<file path="src/rtl/cdb_arbiter_if.sv">
// Common data bus arbiter handshake bundle: four
// producer request lanes in, one-hot grant and CDB broadcast out.
interface cdb_arbiter_if #(
  parameter int TAG_W  = 6,
  parameter int DATA_W = 32
);
  logic [3:0]          req_valid;
  logic [4*TAG_W-1:0]  req_tag;
  logic [4*DATA_W-1:0] req_data;
  logic [3:0]          req_branch;
  logic [3:0]          req_branch_taken;
  logic                flush;
  logic [3:0]          grant;
  logic                CDB_valid;
  logic [TAG_W-1:0]    CDB_tag;
  logic [DATA_W-1:0]   CDB_data;
  logic                CDB_branch;
  logic                CDB_branch_taken;

  modport master (
    output req_valid, req_tag, req_data,
    output req_branch, req_branch_taken, flush,
    input  grant, CDB_valid, CDB_tag, CDB_data,
    input  CDB_branch, CDB_branch_taken
  );

  modport slave (
    input  req_valid, req_tag, req_data,
    input  req_branch, req_branch_taken, flush,
    output grant, CDB_valid, CDB_tag, CDB_data,
    output CDB_branch, CDB_branch_taken
  );
endinterface

</file>
<file path="src/rtl/cdb_arbiter.sv">
// Round-robin arbiter for four execution units onto a
// single registered common data bus.
module cdb_arbiter #(
  parameter int TAG_W  = 6,
  parameter int DATA_W = 32
) (
  input logic         clk,
  input logic         reset,
  cdb_arbiter_if.slave bus
);

  logic [1:0] rr_ptr;
  logic [1:0] g_idx;
  logic       g_any;
  logic [1:0] idx;

  // Scan from rr_ptr upward; first requester wins.
  always_comb begin
    bus.grant = 4'b0000;
    g_idx     = 2'd0;
    g_any     = 1'b0;
    idx       = 2'd0;
    if (!reset && !bus.flush) begin
      for (int k = 0; k < 4; k++) begin
        idx = rr_ptr + 2'(k);
        if (!g_any && bus.req_valid[idx]) begin
          g_any          = 1'b1;
          g_idx          = idx;
          bus.grant[idx] = 1'b1;
        end
      end
    end
  end

  always_ff @(posedge clk or posedge reset) begin
    if (reset) begin
      rr_ptr               <= 2'd0;
      bus.CDB_valid        <= 1'b0;
      bus.CDB_tag          <= '0;
      bus.CDB_data         <= '0;
      bus.CDB_branch       <= 1'b0;
      bus.CDB_branch_taken <= 1'b0;
    end else begin
      bus.CDB_valid <= g_any;
      if (g_any) begin
        rr_ptr               <= g_idx + 2'd1;
        bus.CDB_tag          <= bus.req_tag[g_idx*TAG_W +: TAG_W];
        bus.CDB_data         <= bus.req_data[g_idx*DATA_W +: DATA_W];
        bus.CDB_branch       <= bus.req_branch[g_idx];
        bus.CDB_branch_taken <= bus.req_branch_taken[g_idx];
      end
    end
  end

endmodule
</file>
<file path="src/flat_wrapper.sv">
// flat-port wrapper written by rule: the top's interface ports become plain ports
module cdb_arbiter_flat 
#(
  parameter int TAG_W  = 6,
  parameter int DATA_W = 32
)
  (clk, reset, bus_req_valid, bus_req_tag, bus_req_data, bus_req_branch, bus_req_branch_taken, bus_flush, bus_grant, bus_CDB_valid, bus_CDB_tag, bus_CDB_data, bus_CDB_branch, bus_CDB_branch_taken);
  cdb_arbiter_if #(.TAG_W(TAG_W), .DATA_W(DATA_W)) bus_i ();
  input logic clk;
  input logic reset;
  input wire logic [$bits(bus_i.req_valid)-1:0] bus_req_valid;
  input wire logic [$bits(bus_i.req_tag)-1:0] bus_req_tag;
  input wire logic [$bits(bus_i.req_data)-1:0] bus_req_data;
  input wire logic [$bits(bus_i.req_branch)-1:0] bus_req_branch;
  input wire logic [$bits(bus_i.req_branch_taken)-1:0] bus_req_branch_taken;
  input wire logic [$bits(bus_i.flush)-1:0] bus_flush;
  output wire logic [$bits(bus_i.grant)-1:0] bus_grant;
  output wire logic [$bits(bus_i.CDB_valid)-1:0] bus_CDB_valid;
  output wire logic [$bits(bus_i.CDB_tag)-1:0] bus_CDB_tag;
  output wire logic [$bits(bus_i.CDB_data)-1:0] bus_CDB_data;
  output wire logic [$bits(bus_i.CDB_branch)-1:0] bus_CDB_branch;
  output wire logic [$bits(bus_i.CDB_branch_taken)-1:0] bus_CDB_branch_taken;
  assign bus_i.req_valid = bus_req_valid;
  assign bus_i.req_tag = bus_req_tag;
  assign bus_i.req_data = bus_req_data;
  assign bus_i.req_branch = bus_req_branch;
  assign bus_i.req_branch_taken = bus_req_branch_taken;
  assign bus_i.flush = bus_flush;
  assign bus_grant = bus_i.grant;
  assign bus_CDB_valid = bus_i.CDB_valid;
  assign bus_CDB_tag = bus_i.CDB_tag;
  assign bus_CDB_data = bus_i.CDB_data;
  assign bus_CDB_branch = bus_i.CDB_branch;
  assign bus_CDB_branch_taken = bus_i.CDB_branch_taken;
  cdb_arbiter #(.TAG_W(TAG_W), .DATA_W(DATA_W)) u_core (.clk(clk), .reset(reset), .bus(bus_i));
endmodule
</file>
<file path="config.mk">
export PLATFORM = sky130hd
export DESIGN_NAME = cdb_arbiter_flat
export DESIGN_NICKNAME = d
export VERILOG_FILES = /design/src/rtl/cdb_arbiter_if.sv /design/src/rtl/cdb_arbiter.sv /design/src/flat_wrapper.sv
export SDC_FILE = /design/constraint.sdc
export NUM_CORES = 1
export LEC_CHECK = 0
export BUFFER_PORTS_ARGS = -buffer_cell sky130_fd_sc_hd__buf_2
export CAP_MARGIN = 0
export CELL_PAD_IN_SITES_DETAIL_PLACEMENT = 1
export CELL_PAD_IN_SITES_GLOBAL_PLACEMENT = 1
export CORE_AREA = 2 2 119 121
export CTS_CLUSTER_SIZE = 14
export DETAILED_ROUTE_END_ITERATION = 7
export DIE_AREA = 0 0 121 123
export PLACE_DENSITY_LB_ADDON = 0.15
export SLEW_MARGIN = 10
export SYNTH_ARGS = -nofsm -noshare
export SYNTH_HDL_FRONTEND = slang
export SYNTH_SLANG_ARGS = --single-unit
</file>
<file path="constraint.sdc">
create_clock -name clk -period 2.82 [get_ports clk]
set_input_delay 0.564 -clock clk [delete_from_list [all_inputs] [get_ports clk]]
set_output_delay 0.564 -clock clk [all_outputs]
set_load 0.03 [all_outputs]
</file>
==> results of run 1 <==
[worst register-to-register path, cell delays in order (launching register included)]
cell        delay [ns]
dfrtp_1           0.39
clkinvlp_4        0.13
ha_4              0.32
mux4_2            0.31
buf_4             0.15
o2111a_2          0.35
a31o_4            0.27
buf_12            0.19
a2111oi_4         0.45
a211oi_2          0.08
[how the worst max path moves through the flow]
stage                     slack, ns  depth (start not counted)             start                      end
after floorplan               -0.06                         11  u_core.rr_ptr[1]             bus_grant[0]
after global placement         0.05                          7  bus_req_valid[1]  u_core.bus.CDB_data[17]
after detailed placement     -0.001                          8  u_core.rr_ptr[1]             bus_grant[0]
after CTS                     -0.13                          8  u_core.rr_ptr[1]             bus_grant[0]
after global routing          -0.18                          8  u_core.rr_ptr[1]             bus_grant[0]
final                         -0.09                          9  u_core.rr_ptr[1]             bus_grant[2]
[stage by stage]
stage / hold slack, ns / worst slack (ns) / instance area (µm²) / power, mW / cells
floorplan: 0.6913 / -0.06432 / 4778 / 4.218 / 405
global placement: 0.5470 / 0.05008 / 6246 / 5.267 / 789
detailed placement: 0.5508 / -0.0009897 / 6246 / 5.413 / 789
CTS: 0.4789 / -0.1310 / 6507 / 6.270 / 803
global route: 0.5098 / -0.1811 / 6583 / 6.675 / 808
finish: 0.4595 / -0.08646 / 6583 / 6.299 / 808
[kinds of logic (layout without fill, tap and decap cells)]
kind of cell / after synthesis / count (layout) / synth area share [%]
flip-flops: 43 / 43 / 25.90
AND/OR/NAND/NOR: 99 / 99 / 9.699
adder cells (fa/ha/maj): 8 / 8 / 2.410
multiplexers: 49 / 49 / 13.37
AO/OA/AOI/OAI: 150 / 150 / 40.60
buffers and inverters: 56 / 279 / 8.012
[cells in the mapped netlist (all sizes together) (6+ instances only)]
cell,count
ha,8
o21ai,7
nand2,6
clkbuf,22
dfrtp,43
mux2i,43
nor2,85
o311ai,40
a21oi,10
buf,30
a211oi,42
a2111oi,40
[sequential cells by signal, indices dropped and copies added (netlist names)]
| register | cells |
|---|---|
| u_core.bus.CDB_branch | 1 |
| u_core.bus.CDB_branch_taken | 1 |
| u_core.bus.CDB_data | 32 |
| u_core.bus.CDB_tag | 6 |
| u_core.bus.CDB_valid | 1 |
| u_core.rr_ptr | 2 |
[cell type report]
| class | count | area (µm²) | area share [%] |
|---|---|---|---|
| multi-input cells | 306 | 3322 | 50.47 |
| repair buffers | 267 | 1767 | 26.84 |
| flip-flops and latches | 43 | 1076 | 16.35 |
| well taps | 180 | 225.2 | 3.421 |
| clock buffers | 6 | 138.9 | 2.110 |
| clock inverters | 2 | 35.03 | 0.5322 |
| inverters | 4 | 18.77 | 0.2851 |
[power by group]
part           internal [mW]  switching, mW  leakage [nW]
sequential             0.928          0.175         0.492
combinational           1.79           2.70          2.20
clock                  0.442          0.269        0.0868
[repair_timing]
| item | in CTS | in global routing |
|---|---|---|
| gates cloned | 0 | 0 |
| setup endpoints to repair | 4 | 39 |
| hold buffers | 0 | 0 |
| endpoints found under the hold margin | 0 | 0 |
| setup buffers | 6 | 5 |
| gates resized for setup | 13 | 11 |
| pin swaps | 12 | 3 |
[per-layer routing]
layer	global-route usage [%]	part of all wire (%)	vias up	wire [µm]
met4	5.814	1.8	0	280
met3	3.321	4.9	20	771
met5	0	0	-	0
met1	25.23	41	2091	6483
li1	-	-	2061	-
met2	37.89	53	119	8356
==> run_results.csv, run 1 <==
group,metric,value,unit
outcome,status,"complete, but fails checks",
outcome,failed_checks,"setup timing",
routing,first_pass_iters,4,
min_path,hp-class,"in -> async",
routing,wl_per_cell,19.67,µm
flow_run,cap_violations,0,
power_and_ir_drop,irDropWorstVdd,0.0004163,V
setup_path,cp.required,2.26,ns
floorplan,ios,212,
setup_path,start_kind,"flop",
clock_network,cts.clk_slew.worst_paths,0.07,ns
placement,gp_congestion,0.7818,
yosys,yosysTopAreaCell,"dfrtp_1",
clock_network,cts_buffer_depth,2,
yosys,synth_enable_flop_cells,0,
yosys,synth_cell_type_count,45,
floorplan,num_rows,43,
setup_path,critical_path_class,"reg -> out",
yosys,synth_area_leaders,"dfrtp_1, a2111oi_2, a211oi_2",
routing,wirelength,15890,µm
setup_path,slowest_delay,0.39,ns
placement,dpl.hpwl,12170,µm
global_route,gr-total-overflow,0,
sta,fin_crit,2.906,ns
clock_network,worstSkewPairLatency,0.29,ns
yosys,ys_warn_count,0,
sta,fmax,344.1,MHz
setup_path,arrival,2.34,ns
global_route,grt_antenna_before_repair,0,
sta,tightest_slew,0.6446,ns
routing,ant_nets,0,
finish,final_util,48.36,%
global_route,grt_usage,20.77,%
clock_network,clockRootBuffer,"clkbuf_16",
clock_network,cts_buffers,5,
sta,finalSetupTns,-0.3261,ns
sta,hold_violations,0,
placement,portBuffers,211,
global_route,grt_pass1_vias,4551,
yosys,syn-num-nets,580,
floorplan,core-area,13610,µm²
finish,mostFrequentLayoutCells,"buf_2, nor2_1, dfrtp_1",
finish,drive_gt1_share,61.46,%
yosys,synth_seq_cells,43,
power_and_ir_drop,p_leak,2.777,nW
sta,fin_crit_sh,103.1,%
global_route,grt_pass1_wl,24230,µm
routing,drt_first_iter_violations,107,
yosys,synthCells,405,
setup_path,worstReg2RegStart,"u_core.rr_ptr[1]",
floorplan,dieArea,14880,µm²
finish,final_nets,802,
yosys,seq_area_frac_synth,25.90,%
global_route,grt_max_degree,44,
power_and_ir_drop,powerDensity,956.9,nW/µm²
setup_path,path_buf_inv,3,
setup_path,worstRegToRegCells,9,
routing,dr_total_vias,4291,
sta,fin_ws,-0.08646,ns
finish,final_common_cell,"buf_2",
routing,viasPerCell,5.311,
setup_path,cpMaxStageDelayCell,"dfrtp_1",
finish,num_antenna_cells,0,
setup_path,cp_max_fo,7,
yosys,synth_area,4154,µm²
sta,max-slew-margin-rel,57.02,%
yosys,synth-async-reset-ratio,100.0,%
yosys,synth_ff_type,"dfrtp_1",
setup_path,crit_chain,"clkinvlp_4, ha_4, mux4_2, buf_4, nor2_4, a221o_1, o21ai_2, a21oi_4, buf_6",
finish,area_growth,58.46,%
sta,maxSlewViolCount,0,
clock_network,cts_sinks,43,
routing,drc,0,
setup_path,r2r-end,"u_core.bus.CDB_data[28]",
setup_path,r2r_setup_slack,0.06,ns
sta,fin_skew,0.003743,ns
floorplan,die_w,121,µm
sta,rsz0062_at_grt,"true",
floorplan,die_y,123,µm
setup_path,end_kind,"output port",
yosys,syn_avg_cell_area,10.26,µm²
floorplan,initial_core_util,30.52,%
sta,setup_viol,4,
setup_path,critPathTopFamily,"buffers and inverters",
clock_network,cts_htree_levels,2,
finish,fillers,1550,
yosys,yosysTopAreaCellShare,25.90,%
clock_network,tritoncts,"built",
Power figures use the tool's default switching activity.
==> run 2, diff against run 1 <==
--- a/config.mk
+++ b/config.mk
@@ -9,10 +9,10 @@
 export CAP_MARGIN = 0
 export CELL_PAD_IN_SITES_DETAIL_PLACEMENT = 1
 export CELL_PAD_IN_SITES_GLOBAL_PLACEMENT = 1
-export CORE_AREA = 2 2 119 121
+export CORE_AREA = 2 2 114 116
 export CTS_CLUSTER_SIZE = 14
 export DETAILED_ROUTE_END_ITERATION = 7
-export DIE_AREA = 0 0 121 123
+export DIE_AREA = 0 0 116 118
 export PLACE_DENSITY_LB_ADDON = 0.15
 export SLEW_MARGIN = 10
 export SYNTH_ARGS = -nofsm -noshare
==> constraint.sdc (replaced) <==
create_clock -name clk -period 3.2 [get_ports clk]
set_input_delay 0.64 -clock clk [delete_from_list [all_inputs] [get_ports clk]]
set_output_delay 0.64 -clock clk [all_outputs]
set_load 0.03 [all_outputs]
==> run_results.csv, run 2 (synthesized netlist as in run 1, its figures left out) <==
group,metric,value,unit
setup_path,crit_chain,"inv_1, ha_1, or3b_1, a211o_1, o21ai_4, nand2_1, a21oi_2, buf_2",
finish,final_common_cell,"buf_2",
finish,top_regs,"u_core.bus.CDB_data x32, u_core.bus.CDB_tag x6, u_core.rr_ptr x2",
setup_path,start_kind,"flop",
floorplan,ios,212,
sta,fmax,330.8,MHz
finish,stdcell_count,768,
floorplan,num_rows,41,
floorplan,die_y,118,µm
routing,drc,0,
setup_path,arrival,2.38,ns
routing,first_pass_iters,4,
finish,largest_reg_flops,32,
floorplan,core-area,12410,µm²
clock_network,tritoncts,"built",
placement,place_inst,759,
setup_path,critPathLaunch,"u_core.rr_ptr[0]",
sta,tightest_slew,1.006,ns
global_route,grt_max_degree,44,
sta,hold_violations,0,
setup_path,r2r-end,"u_core.bus.CDB_tag[0]",
finish,final_nets,769,
clock_network,cts_sinks,43,
clock_network,worstSkewPairLatency,0.29,ns
finish,mostFrequentLayoutCells,"buf_2, nor2_1, dfrtp_1",
setup_path,cp.required,2.56,ns
sta,hold-worst-slack,0.5695,ns
finish,drive_gt1_share,57.14,%
global_route,grt_pass1_wl,23140,µm
clock_network,clockRootBuffer,"clkbuf_16",
routing,viasPerCell,5.358,
sta,fin_skew,0.006723,ns
placement,portBuffers,211,
routing,ant_nets,0,
setup_path,critical_path.endpoint,"bus_grant[1]",
setup_path,cp_max_fo,5,
routing,wirelength,14450,µm
setup_path,worstRegToRegCells,7,
routing,dr_total_vias,4115,
setup_path,worstReg2RegStart,"u_core.rr_ptr[0]",
sta,finalSetupTns,0,ns
outcome,status,"finished, final reports clean",
sta,rsz0062_at_grt,"false",
global_route,grt_antenna_before_repair,2,
floorplan,initial_core_util,33.46,%
finish,fillers,1501,
placement,placedInstanceArea,5404,µm²
floorplan,die_w,116,µm
global_route,gr-total-overflow,0,
placement,gp_congestion,0.7825,
clock_network,cts_htree_levels,2,
flow_run,cap_violations,0,
setup_path,end_kind,"output port",
floorplan,dieArea,13690,µm²
placement,dpl.hpwl,10990,µm
sta,setup_viol,0,
setup_path,critical_path_class,"reg -> out",
routing,wl_per_cell,18.82,µm
finish,final_cell_area,5554,µm²
finish,top_register,"u_core.bus.CDB_data",
sta,max-slew-margin-rel,32.82,%
setup_path,cpMaxStageDelayCell,"or3b_1",
global_route,grt_usage,21.06,%
power_and_ir_drop,irDropWorstVdd,0.0004487,V
sta,fin_crit,3.023,ns
clock_network,cts.clk_slew.worst_paths,0.07,ns
setup_path,r2r_setup_slack,0.39,ns
global_route,grt_pass1_vias,4510,
power_and_ir_drop,powerDensity,843.2,nW/µm²
sta,fin_crit_sh,94.47,%
power_and_ir_drop,p_leak,2.503,nW
min_path,hp-class,"reg -> reg",
sta,maxSlewViolCount,0,
routing,drt_first_iter_violations,140,
clock_network,cts_setup_buffers,0,
placement,dp_slack,0.2130,ns
sta,fin_ws,0.1771,ns
clock_network,cts_buffers,5,
finish,area_growth,33.70,%
setup_path,slowest_delay,0.39,ns
clock_network,cts_buffer_depth,2,
-- run 2: cell count changes in the layout (fill, tap and decap cells not counted), sizes merged --
| cell | delta |
|---|---|
| buf | -33 |
| bufinv | -1 |
| clkinvlp | -1 |
| inv | +1 |
| diode | +1 |
| clkbuf | -1 |
| clkinv | +2 |
-- run 2: stage by stage --
step	util, %	total power [mW]
2_1_floorplan	-	3.296
3_3_place_gp	43.53	4.100
3_5_place_dp	43.53	4.207
4_1_cts	44.66	4.737
5_1_grt	44.74	5.011
6_report	44.74	4.683
-- run 2: worst max-delay path: cells and delay by family, from the launching register on --
kind | cells | cell delay (ns)
fa+ha+maj | 1 | 0.33
compound gates | 3 | 0.66
flops | 1 | 0.35
simple gates | 2 | 0.48
buf+inv | 2 | 0.26
-- run 2: worst min path at each step --
stage | start | endpoint | slack [ns] | depth (start not counted)
6_report | u_core.bus.CDB_tag[2] | u_core.bus.CDB_tag[2] | 0.57 | 2
5_1_grt | u_core.bus.CDB_data[31] | u_core.bus.CDB_data[31] | 0.60 | 2
4_1_cts | u_core.bus.CDB_tag[2] | u_core.bus.CDB_tag[2] | 0.57 | 2
3_5_place_dp | u_core.bus.CDB_data[25] | u_core.bus.CDB_data[25] | 0.56 | 2
3_3_place_gp | u_core.bus.CDB_tag[3] | u_core.bus.CDB_tag[3] | 0.54 | 2
2_1_floorplan | u_core.bus.CDB_data[13] | u_core.bus.CDB_data[13] | 0.69 | 2
-- run 2: routing by layer --
metal / wire (µm) / GRT usage (%) / vias up
met3: 762 / 3.090 / 22
met1: 6157 / 26.24 / 1983
met4: 262 / 5.357 / 2
met2: 7261 / 37.57 / 121
li1: - / - / 1987
met5: 7 / 0 / -
-- run 2: where the power goes --
group / internal, mW / total [mW] / switching (mW)
Clock: 0.286 / 0.515 / 0.229
Combinational: 1.14 / 3.20 / 2.06
Sequential: 0.818 / 0.967 / 0.149
Total: 2.25 / 4.68 / 2.44
-- run 2: repair_timing --
| action | CTS | global route |
|---|---|---|
| hold buffers | 0 | 0 |
| endpoints found under the setup margin | 0 | 3 |
| resized for setup | 0 | 1 |
-- run 2: final cells by class --
type                    count  area, µm²  share of cell area, %
diodes                      1      2.502                0.04506
clock buffers               5      125.1                  2.253
clock inverters             3      15.01                 0.2703
inverters                   4      15.01                 0.2703
multi-input cells         306       2789                  50.21
flip-flops and latches     43       1076                  19.37
well taps                 172      215.2                  3.875
repair buffers            234       1316                  23.70
